$ cat config.mk
export PLATFORM = sky130hd
export DESIGN_NAME = dest_ip_table_ctrl_flat
export DESIGN_NICKNAME = d
export VERILOG_FILES = /design/src/rtl/dest_ip_table_ctrl_if.sv /design/src/rtl/dest_ip_table_ctrl.sv /design/src/flat_wrapper.sv
export SDC_FILE = /design/constraint.sdc
export NUM_CORES = 2
export LEC_CHECK = 0
export BUFFER_PORTS_ARGS = -buffer_cell sky130_fd_sc_hd__buf_2
export CAP_MARGIN = 30
export CORE_UTILIZATION = 52
export CTS_BUF_LIST = sky130_fd_sc_hd__clkbuf_4 sky130_fd_sc_hd__clkbuf_8
export CTS_CLUSTER_DIAMETER = 30
export CTS_CLUSTER_SIZE = 10
export DETAILED_ROUTE_END_ITERATION = 7
export PLACE_DENSITY_LB_ADDON = 0.12
export SLEW_MARGIN = 20
export SYNTH_ARGS = -nofsm -noshare
export SYNTH_HDL_FRONTEND = slang
export SYNTH_SLANG_ARGS = --single-unit
$ cat constraint.sdc
create_clock -name AXI_ACLK -period 50.3 [get_ports AXI_ACLK]
set_input_delay 2.515 -clock AXI_ACLK [delete_from_list [all_inputs] [get_ports AXI_ACLK]]
set_output_delay 2.515 -clock AXI_ACLK [all_outputs]
set_load 0.005 [all_outputs]
$ cat src/rtl/dest_ip_table_ctrl_if.sv
// rtl/dest_ip_table_ctrl_if.sv - host table port, lookup port and statistics bundle
interface dest_ip_table_ctrl_if #(
  parameter int DW = 32,
  parameter int AW = 5
);
  logic          tbl_rd_req;
  logic          tbl_wr_req;
  logic [AW-1:0] tbl_rd_addr;
  logic [AW-1:0] tbl_wr_addr;
  logic [DW-1:0] tbl_wr_data;
  logic [DW-1:0] tbl_rd_data;
  logic          tbl_rd_ack;
  logic          tbl_wr_ack;
  logic          lkp_req;
  logic [DW-1:0] lkp_ip;
  logic          lkp_ready;
  logic          lkp_done;
  logic          lkp_hit;
  logic [AW-1:0] lkp_index;
  logic          counter_clear;
  logic [DW-1:0] dest_hit_count;
  logic [DW-1:0] dest_miss_count;

  modport master (
    output tbl_rd_req, tbl_wr_req, tbl_rd_addr, tbl_wr_addr, tbl_wr_data,
           lkp_req, lkp_ip, counter_clear,
    input  tbl_rd_data, tbl_rd_ack, tbl_wr_ack, lkp_ready, lkp_done, lkp_hit,
           lkp_index, dest_hit_count, dest_miss_count
  );

  modport slave (
    input  tbl_rd_req, tbl_wr_req, tbl_rd_addr, tbl_wr_addr, tbl_wr_data,
           lkp_req, lkp_ip, counter_clear,
    output tbl_rd_data, tbl_rd_ack, tbl_wr_ack, lkp_ready, lkp_done, lkp_hit,
           lkp_index, dest_hit_count, dest_miss_count
  );
endinterface

$ cat src/rtl/dest_ip_table_ctrl.sv
// rtl/dest_ip_table_ctrl.sv - destination-IP table with host/lookup slot sharing
// One table access per cycle; the linear scan yields its slot to a host request after HOST_MAX_WAIT cycles.
module dest_ip_table_ctrl #(
  parameter int C_S_AXI_DATA_WIDTH = 32,
  parameter int TBL_ADDR_WIDTH     = 5,
  parameter int HOST_MAX_WAIT      = 4
) (
  input logic                 AXI_ACLK,
  input logic                 AXI_RESET,
  dest_ip_table_ctrl_if.slave bus
);
  localparam int DW    = C_S_AXI_DATA_WIDTH;
  localparam int AW    = TBL_ADDR_WIDTH;
  localparam int DEPTH = 2 ** AW;
  localparam logic [AW-1:0] LAST_IDX = '1;
  localparam logic [AW-1:0] IDX_ONE  = AW'(1);
  localparam logic [DW-1:0] CNT_ONE  = DW'(1);
  localparam logic [3:0]    WAIT_MAX = 4'(HOST_MAX_WAIT);
  localparam logic [3:0]    WAIT_ONE = 4'd1;

  typedef enum logic {IDLE, SCAN} state_e;

  state_e        state_q, state_d;
  logic [DW-1:0] table_q [DEPTH];
  logic [AW-1:0] idx_q, idx_d;
  logic [DW-1:0] ip_q, ip_d;
  logic [3:0]    wait_q, wait_d;

  logic          rd_pend_q, rd_pend_d, wr_pend_q, wr_pend_d;
  logic [AW-1:0] rd_addr_q, wr_addr_q;
  logic [DW-1:0] wr_data_q;
  logic          rd_latch, wr_latch;

  logic          rd_ack_q, wr_ack_q;
  logic [DW-1:0] rd_data_q;
  logic          done_q, done_d, hit_q, hit_d;
  logic [AW-1:0] lidx_q, lidx_d;
  logic [DW-1:0] hit_cnt_q, miss_cnt_q;

  logic          host_slot, svc_wr, svc_rd, scan_adv, match;
  logic [DW-1:0] entry;

  always_comb begin
    host_slot = 1'b0;
    if (rd_pend_q || wr_pend_q)
      host_slot = (state_q == IDLE) || (wait_q == WAIT_MAX);
    svc_wr   = host_slot && wr_pend_q;
    svc_rd   = host_slot && !wr_pend_q && rd_pend_q;
    scan_adv = (state_q == SCAN) && !host_slot;
    entry    = table_q[idx_q];
    // zero entries are empty slots and must never match, even for lkp_ip == 0
    match    = (entry != '0) && (entry == ip_q);

    // a pulse landing in its own service cycle becomes the next pending request
    wr_latch  = bus.tbl_wr_req && (!wr_pend_q || svc_wr);
    rd_latch  = bus.tbl_rd_req && (!rd_pend_q || svc_rd);
    wr_pend_d = svc_wr ? bus.tbl_wr_req : (wr_pend_q || bus.tbl_wr_req);
    rd_pend_d = svc_rd ? bus.tbl_rd_req : (rd_pend_q || bus.tbl_rd_req);

    wait_d = '0;
    if ((rd_pend_q || wr_pend_q) && (state_q == SCAN) && !host_slot)
      wait_d = wait_q + WAIT_ONE;
  end

  always_comb begin
    state_d = state_q;
    idx_d   = idx_q;
    ip_d    = ip_q;
    done_d  = 1'b0;
    hit_d   = hit_q;
    lidx_d  = lidx_q;
    case (state_q)
      IDLE: begin
        if (bus.lkp_req) begin
          ip_d    = bus.lkp_ip;
          idx_d   = '0;
          state_d = SCAN;
        end
      end
      SCAN: begin
        if (scan_adv) begin
          if (match) begin
            state_d = IDLE;
            done_d  = 1'b1;
            hit_d   = 1'b1;
            lidx_d  = idx_q;
          end else if (idx_q == LAST_IDX) begin
            state_d = IDLE;
            done_d  = 1'b1;
            hit_d   = 1'b0;
            lidx_d  = '0;
          end else begin
            idx_d = idx_q + IDX_ONE;
          end
        end
      end
      default: state_d = IDLE;
    endcase
  end

  always_ff @(posedge AXI_ACLK or posedge AXI_RESET) begin
    if (AXI_RESET) begin
      state_q    <= IDLE;
      idx_q      <= '0;
      ip_q       <= '0;
      wait_q     <= '0;
      rd_pend_q  <= 1'b0;
      wr_pend_q  <= 1'b0;
      rd_addr_q  <= '0;
      wr_addr_q  <= '0;
      wr_data_q  <= '0;
      rd_ack_q   <= 1'b0;
      wr_ack_q   <= 1'b0;
      rd_data_q  <= '0;
      done_q     <= 1'b0;
      hit_q      <= 1'b0;
      lidx_q     <= '0;
      hit_cnt_q  <= '0;
      miss_cnt_q <= '0;
      for (int i = 0; i < DEPTH; i++) table_q[i] <= '0;
    end else begin
      state_q   <= state_d;
      idx_q     <= idx_d;
      ip_q      <= ip_d;
      wait_q    <= wait_d;
      rd_pend_q <= rd_pend_d;
      wr_pend_q <= wr_pend_d;
      if (rd_latch) rd_addr_q <= bus.tbl_rd_addr;
      if (wr_latch) begin
        wr_addr_q <= bus.tbl_wr_addr;
        wr_data_q <= bus.tbl_wr_data;
      end
      if (svc_wr) table_q[wr_addr_q] <= wr_data_q;
      if (svc_rd) rd_data_q <= table_q[rd_addr_q];
      rd_ack_q <= svc_rd;
      wr_ack_q <= svc_wr;
      done_q   <= done_d;
      hit_q    <= hit_d;
      lidx_q   <= lidx_d;
      if (bus.counter_clear) begin
        hit_cnt_q  <= '0;
        miss_cnt_q <= '0;
      end else if (done_d && hit_d) begin
        hit_cnt_q <= hit_cnt_q + CNT_ONE;
      end else if (done_d) begin
        miss_cnt_q <= miss_cnt_q + CNT_ONE;
      end
    end
  end

  assign bus.tbl_rd_data     = rd_data_q;
  assign bus.tbl_rd_ack      = rd_ack_q;
  assign bus.tbl_wr_ack      = wr_ack_q;
  assign bus.lkp_ready       = (state_q == IDLE);
  assign bus.lkp_done        = done_q;
  assign bus.lkp_hit         = hit_q;
  assign bus.lkp_index       = lidx_q;
  assign bus.dest_hit_count  = hit_cnt_q;
  assign bus.dest_miss_count = miss_cnt_q;
endmodule

$ cat src/flat_wrapper.sv
// flat-port wrapper written by rule: the top's interface ports become plain ports
module dest_ip_table_ctrl_flat 
#(
  parameter int C_S_AXI_DATA_WIDTH = 32,
  parameter int TBL_ADDR_WIDTH     = 5,
  parameter int HOST_MAX_WAIT      = 4
)
  (AXI_ACLK, AXI_RESET, bus_tbl_rd_req, bus_tbl_wr_req, bus_tbl_rd_addr, bus_tbl_wr_addr, bus_tbl_wr_data, bus_lkp_req, bus_lkp_ip, bus_counter_clear, bus_tbl_rd_data, bus_tbl_rd_ack, bus_tbl_wr_ack, bus_lkp_ready, bus_lkp_done, bus_lkp_hit, bus_lkp_index, bus_dest_hit_count, bus_dest_miss_count);
  dest_ip_table_ctrl_if bus_i ();
  input logic AXI_ACLK;
  input logic AXI_RESET;
  input wire logic [$bits(bus_i.tbl_rd_req)-1:0] bus_tbl_rd_req;
  input wire logic [$bits(bus_i.tbl_wr_req)-1:0] bus_tbl_wr_req;
  input wire logic [$bits(bus_i.tbl_rd_addr)-1:0] bus_tbl_rd_addr;
  input wire logic [$bits(bus_i.tbl_wr_addr)-1:0] bus_tbl_wr_addr;
  input wire logic [$bits(bus_i.tbl_wr_data)-1:0] bus_tbl_wr_data;
  input wire logic [$bits(bus_i.lkp_req)-1:0] bus_lkp_req;
  input wire logic [$bits(bus_i.lkp_ip)-1:0] bus_lkp_ip;
  input wire logic [$bits(bus_i.counter_clear)-1:0] bus_counter_clear;
  output wire logic [$bits(bus_i.tbl_rd_data)-1:0] bus_tbl_rd_data;
  output wire logic [$bits(bus_i.tbl_rd_ack)-1:0] bus_tbl_rd_ack;
  output wire logic [$bits(bus_i.tbl_wr_ack)-1:0] bus_tbl_wr_ack;
  output wire logic [$bits(bus_i.lkp_ready)-1:0] bus_lkp_ready;
  output wire logic [$bits(bus_i.lkp_done)-1:0] bus_lkp_done;
  output wire logic [$bits(bus_i.lkp_hit)-1:0] bus_lkp_hit;
  output wire logic [$bits(bus_i.lkp_index)-1:0] bus_lkp_index;
  output wire logic [$bits(bus_i.dest_hit_count)-1:0] bus_dest_hit_count;
  output wire logic [$bits(bus_i.dest_miss_count)-1:0] bus_dest_miss_count;
  assign bus_i.tbl_rd_req = bus_tbl_rd_req;
  assign bus_i.tbl_wr_req = bus_tbl_wr_req;
  assign bus_i.tbl_rd_addr = bus_tbl_rd_addr;
  assign bus_i.tbl_wr_addr = bus_tbl_wr_addr;
  assign bus_i.tbl_wr_data = bus_tbl_wr_data;
  assign bus_i.lkp_req = bus_lkp_req;
  assign bus_i.lkp_ip = bus_lkp_ip;
  assign bus_i.counter_clear = bus_counter_clear;
  assign bus_tbl_rd_data = bus_i.tbl_rd_data;
  assign bus_tbl_rd_ack = bus_i.tbl_rd_ack;
  assign bus_tbl_wr_ack = bus_i.tbl_wr_ack;
  assign bus_lkp_ready = bus_i.lkp_ready;
  assign bus_lkp_done = bus_i.lkp_done;
  assign bus_lkp_hit = bus_i.lkp_hit;
  assign bus_lkp_index = bus_i.lkp_index;
  assign bus_dest_hit_count = bus_i.dest_hit_count;
  assign bus_dest_miss_count = bus_i.dest_miss_count;
  dest_ip_table_ctrl #(.C_S_AXI_DATA_WIDTH(C_S_AXI_DATA_WIDTH), .TBL_ADDR_WIDTH(TBL_ADDR_WIDTH), .HOST_MAX_WAIT(HOST_MAX_WAIT)) u_core (.AXI_ACLK(AXI_ACLK), .AXI_RESET(AXI_RESET), .bus(bus_i));
endmodule
==> impl_metrics.env <==
export IMPL_grt_setup_unrepaired="false"
export IMPL_worst_setup_path_endpoint="u_core.bus.dest_hit_count[20]$_DFFE_PP0P_"
export IMPL_cellPowerDensity_mw_per_mm2=68.0
export IMPL_layout_commonest_cell="sky130_fd_sc_hd__dfrtp_1"
export IMPL_area_growth_pct=16.0
export IMPL_power_combinational_fraction_pct=36.4
export IMPL_post_cts_repair_resize_count=0
export IMPL_detail_route_first_pass_iterations=5
export IMPL_worst_ep_arrival_time_ns=7.71
export IMPL_syn_avg_cell_area_um2=14.7
export IMPL_post_synth_top_area_cell="sky130_fd_sc_hd__dfrtp_1"
export IMPL_max_freq_ghz=0.146
export IMPL_cts_max_level=5
export IMPL_startpoint_type="register"
export IMPL_die_h_um=351
export IMPL_num_rows=127
export IMPL_max_cap_violations=0
export IMPL_final_setup_worst_slack_ns=43.44
export IMPL_post_synth_instance_area_mm2=0.0632
export IMPL_tritoncts="built"
export IMPL_path_class_of_the_lowest_slack_min_delay_path="reg2reg"
export IMPL_path_clk_slew_ns=0.05
export IMPL_layout_drive_gt1_share_pct=53.7
export IMPL_yosysSeqAreaShare_pct=48.1
export IMPL_drc=0
export IMPL_fillerInstances=9304
export IMPL_gp_routability_congestion=0.829
export IMPL_crit_slowest_cell="sky130_fd_sc_hd__dfrtp_4"
export IMPL_regToRegStartpoint="u_core.idx_q[0]$_DFFE_PP0P_"
export IMPL_final_cells=6348
export IMPL_synth_cells=4307
export IMPL_synthTopCellsByArea="sky130_fd_sc_hd__dfrtp_1 (48%), sky130_fd_sc_hd__mux2_2 (19%), sky130_fd_sc_hd__mux4_2 (18%)"
export IMPL_worstPathRequired_ns=51.16
export IMPL_most_common_layout_cells="sky130_fd_sc_hd__dfrtp_1 (1206), sky130_fd_sc_hd__mux2_2 (1088), sky130_fd_sc_hd__mux4_2 (514), sky130_fd_sc_hd__clkbuf_8 (367), sky130_fd_sc_hd__buf_2 (186)"
export IMPL_primary_flip_flop_cell_chosen_by_synthesis_mapping="sky130_fd_sc_hd__dfrtp_1"
export IMPL_number_of_input_and_output_port_buffers_inserted=185
export IMPL_max_clock_path_buffers=4
export IMPL_static_leakage_power_uw=0.0334
export IMPL_slowest_delay_ns=0.98
export IMPL_r2r_setup_slack_ns=43.44
export IMPL_initialDrtViolationCount=4207
export IMPL_synth_edff_count=0
export IMPL_worst_r2r_endpoint="u_core.bus.dest_hit_count[20]$_DFFE_PP0P_"
export IMPL_grt_pass1_wl_mm=294
export IMPL_max_vdd_ir_drop_v=0.0000547
export IMPL_worst_setup_path_type="reg2reg"
export IMPL_die_area_mm2=0.123
export IMPL_finalCriticalPeriod_ns=6.86
export IMPL_cts_inserted_buffers=309
export IMPL_storage_element_area_mm2=0.0304
export IMPL_crit_path_cell_trace="buf_4 > buf_4 > buf_4 > mux4_2 > a22o_1 > a211o_1 > nand3_1 > nand4b_1 > nor4_1 > and4_1 > and4_1 > buf_4 > nand4_1 > mux2_1"
export IMPL_number_of_endpoints_failing_setup_at_the_final_stage=0
export IMPL_fp_coreArea_mm2=0.120
export IMPL_power_net_switching_uw=1750
export IMPL_timing_slew_headroom_pct=20.2
export IMPL_global_route_usage_met1_pct=47.7
export IMPL_vias=41856
export IMPL_finalSetupTns_ns=0
export IMPL_global_route_usage_met2_pct=49.8
export IMPL_slew_violations=0
export IMPL_grt_overflow_total=0
export IMPL_reg2reg_depth=14
export IMPL_clock_power_share_pct=28.6
export IMPL_tritoncts_num_sinks=1215
export IMPL_critical_path_max_fanout=43
export IMPL_busiest_layer="met2"
export IMPL_finalWirelength_mm=199
export IMPL_grt_pass1_vias=42533
export IMPL_die_boundary_width_um=351
export IMPL_preCtsSetupSlack_ns=42.89
export IMPL_via_per_inst=6.59
export IMPL_path_common_cell="sky130_fd_sc_hd__buf_4"
export IMPL_share_seq_of_total_power_pct=35.1
export IMPL_global_route_usage_total_pct=33.1
export IMPL_endpoint_kind="register"
export IMPL_dp_hpwl_mm=114
export IMPL_pin_count_of_the_biggest_net_entering_global_routing=169
export IMPL_ys_warnings_count=0
export IMPL_antenna_found_initial=2
export IMPL_synthesis_nets=4393
export IMPL_cellInternalPower_uw=3240
export IMPL_clk_insertion_delay_late_ns=1.01
export IMPL_multiInputGateArea_mm2=0.0310
export IMPL_root_buffer="sky130_fd_sc_hd__clkbuf_8"
export IMPL_placed_cells_incl_taps=5788
export IMPL_netSwitchingFraction_pct=35.0
export IMPL_wl_per_cell_um=31.4
export IMPL_ctsHoldBuffers=0
export IMPL_yosysTopAreaCellShare_pct=48.1
export IMPL_timing_hold_violations_final=0
export IMPL_grt_use_met3_pct=6.94
export IMPL_async_flop_share_pct=100
export IMPL_min_period_over_period_pct=13.6
export IMPL_initial_core_util_pct=52.6
export IMPL_outcome="finished, final reports clean"
export IMPL_timing_clock_skew_ns=0.0730
export IMPL_timing_critical_path_from="u_core.idx_q[0]$_DFFE_PP0P_"
export IMPL_io_pin_count=186
export IMPL_fin_worst_hold_slack_ns=0.490
export IMPL_post_cts_buffers=0
export IMPL_distinct_cell_type_count_after_synthesis=72
export IMPL_postSynthRegisterBits=1215
export IMPL_finish_net_count=4599
export IMPL_worstMarginPinSlew_ns=1.20
export IMPL_route_antenna_remaining_nets=0
-- synth_stat cells (21+ instances only) --
library cell,number
sky130_fd_sc_hd__a21oi_1,91
sky130_fd_sc_hd__a22o_1,32
sky130_fd_sc_hd__a22oi_1,31
sky130_fd_sc_hd__and3_1,32
sky130_fd_sc_hd__buf_1,93
sky130_fd_sc_hd__buf_2,28
sky130_fd_sc_hd__buf_6,21
sky130_fd_sc_hd__clkbuf_1,266
sky130_fd_sc_hd__dfrtp_1,1215
sky130_fd_sc_hd__inv_1,36
sky130_fd_sc_hd__mux2_2,1088
sky130_fd_sc_hd__mux2i_1,167
sky130_fd_sc_hd__mux4_2,514
sky130_fd_sc_hd__nand2_1,153
sky130_fd_sc_hd__nand3_1,38
sky130_fd_sc_hd__nand4_1,34
sky130_fd_sc_hd__nor2_1,94
sky130_fd_sc_hd__nor2b_1,29
sky130_fd_sc_hd__nor3_1,23
sky130_fd_sc_hd__o21ai_0,29
sky130_fd_sc_hd__o221ai_1,35
sky130_fd_sc_hd__o22ai_1,25
-- per-layer routing --
| layer | vias to the layer above | share of wire, % |
|---|---|---|
| met5 | - | 0.0095 |
| met4 | 2 | 3.1 |
| met3 | 370 | 7.7 |
| met2 | 1789 | 46 |
| met1 | 22677 | 43 |
| li1 | 17018 | - |
-- flip-flops by register name, indices dropped and copies added, names as in the netlist --
name                        cells
u_core.bus.dest_miss_count     32
u_core.rd_addr_q                5
u_core.ip_q                    32
u_core.bus.dest_hit_count      32
u_core.rd_pend_q                1
u_core.wr_data_q               32
u_core.table_q               1024
u_core.bus.tbl_rd_ack           1
u_core.wr_addr_q                5
u_core.bus.lkp_hit              1
u_core.bus.tbl_wr_ack           1
u_core.wr_pend_q                1
u_core.wait_q                   4
u_core.bus.tbl_rd_data         32
u_core.bus.lkp_done             1
u_core.idx_q                    5
u_core.state_q                  1
u_core.bus.lkp_index            5
-- worst max-delay path, delay by kind of cell, from the launching register on --
family,cells,cell delay [ns]
AO/OA/AOI/OAI,2,0.65
multiplexers,2,0.94
flip-flops,1,0.98
AND/OR/NAND/NOR,6,1.66
buffers and inverters,4,2.38
-- final cells by class --
cell class                 instances  share of cell area, %
antenna                            1                0.00341
clock inverter                   124                   2.53
sequential                      1215                   41.5
timing repair buffer             322                   3.38
multi-input combinational       2629                   42.3
tap                             1612                   2.75
inverter                          36                  0.195
clock buffer                     409                   7.32
-- power groups by stage --
stage | Sequential (µW) | Clock, µW | Combinational [µW]
after floorplan | 1560 | 0 | 1410
after global placement | 1800 | 0 | 1660
after detailed placement | 1800 | 0 | 1730
after CTS | 1780 | 1450 | 1730
after global routing | 1800 | 1500 | 1920
final | 1750 | 1430 | 1810
-- metrics by stage --
stage	util, %	instance area, µm²	power, µW
2_1_floorplan	-	63200	2970
3_3_place_gp	54.3	65300	3460
3_5_place_dp	54.7	65700	3520
4_1_cts	60.7	72900	4960
5_1_grt	61.0	73300	5210
6_report	61.0	73300	4990
-- worst min-delay path by stage --
stage	start	end	slack (ns)	cells after the start
2_1_floorplan	u_core.ip_q[26]$_DFFE_PP0P_	u_core.ip_q[26]$_DFFE_PP0P_	0.45	2
3_3_place_gp	u_core.ip_q[10]$_DFFE_PP0P_	u_core.ip_q[10]$_DFFE_PP0P_	0.47	2
3_5_place_dp	u_core.ip_q[10]$_DFFE_PP0P_	u_core.ip_q[10]$_DFFE_PP0P_	0.48	2
4_1_cts	u_core.wait_q[0]$_DFF_PP0_	u_core.wait_q[0]$_DFF_PP0_	0.49	1
5_1_grt	u_core.ip_q[10]$_DFFE_PP0P_	u_core.ip_q[10]$_DFFE_PP0P_	0.53	2
6_report	u_core.wait_q[0]$_DFF_PP0_	u_core.wait_q[0]$_DFF_PP0_	0.49	1
-- cell families (layout without fill, tap and decap cells) --
family / Yosys count / after routing / share of synthesized area (%)
AOI/OAI and AO/OA: 338 / 338 / 3.84
xor gates and xnor gates: 22 / 22 / 0.305
adders and majority gates: 6 / 6 / 0.119
buffers and inverters: 463 / 891 / 3.23
DFF: 1215 / 1215 / 48.1
muxes: 1775 / 1775 / 40.5
other: 0 / 1 / 0
and+or+nand+nor: 488 / 488 / 3.92
No activity file was read; power rests on OpenSTA's default activity.
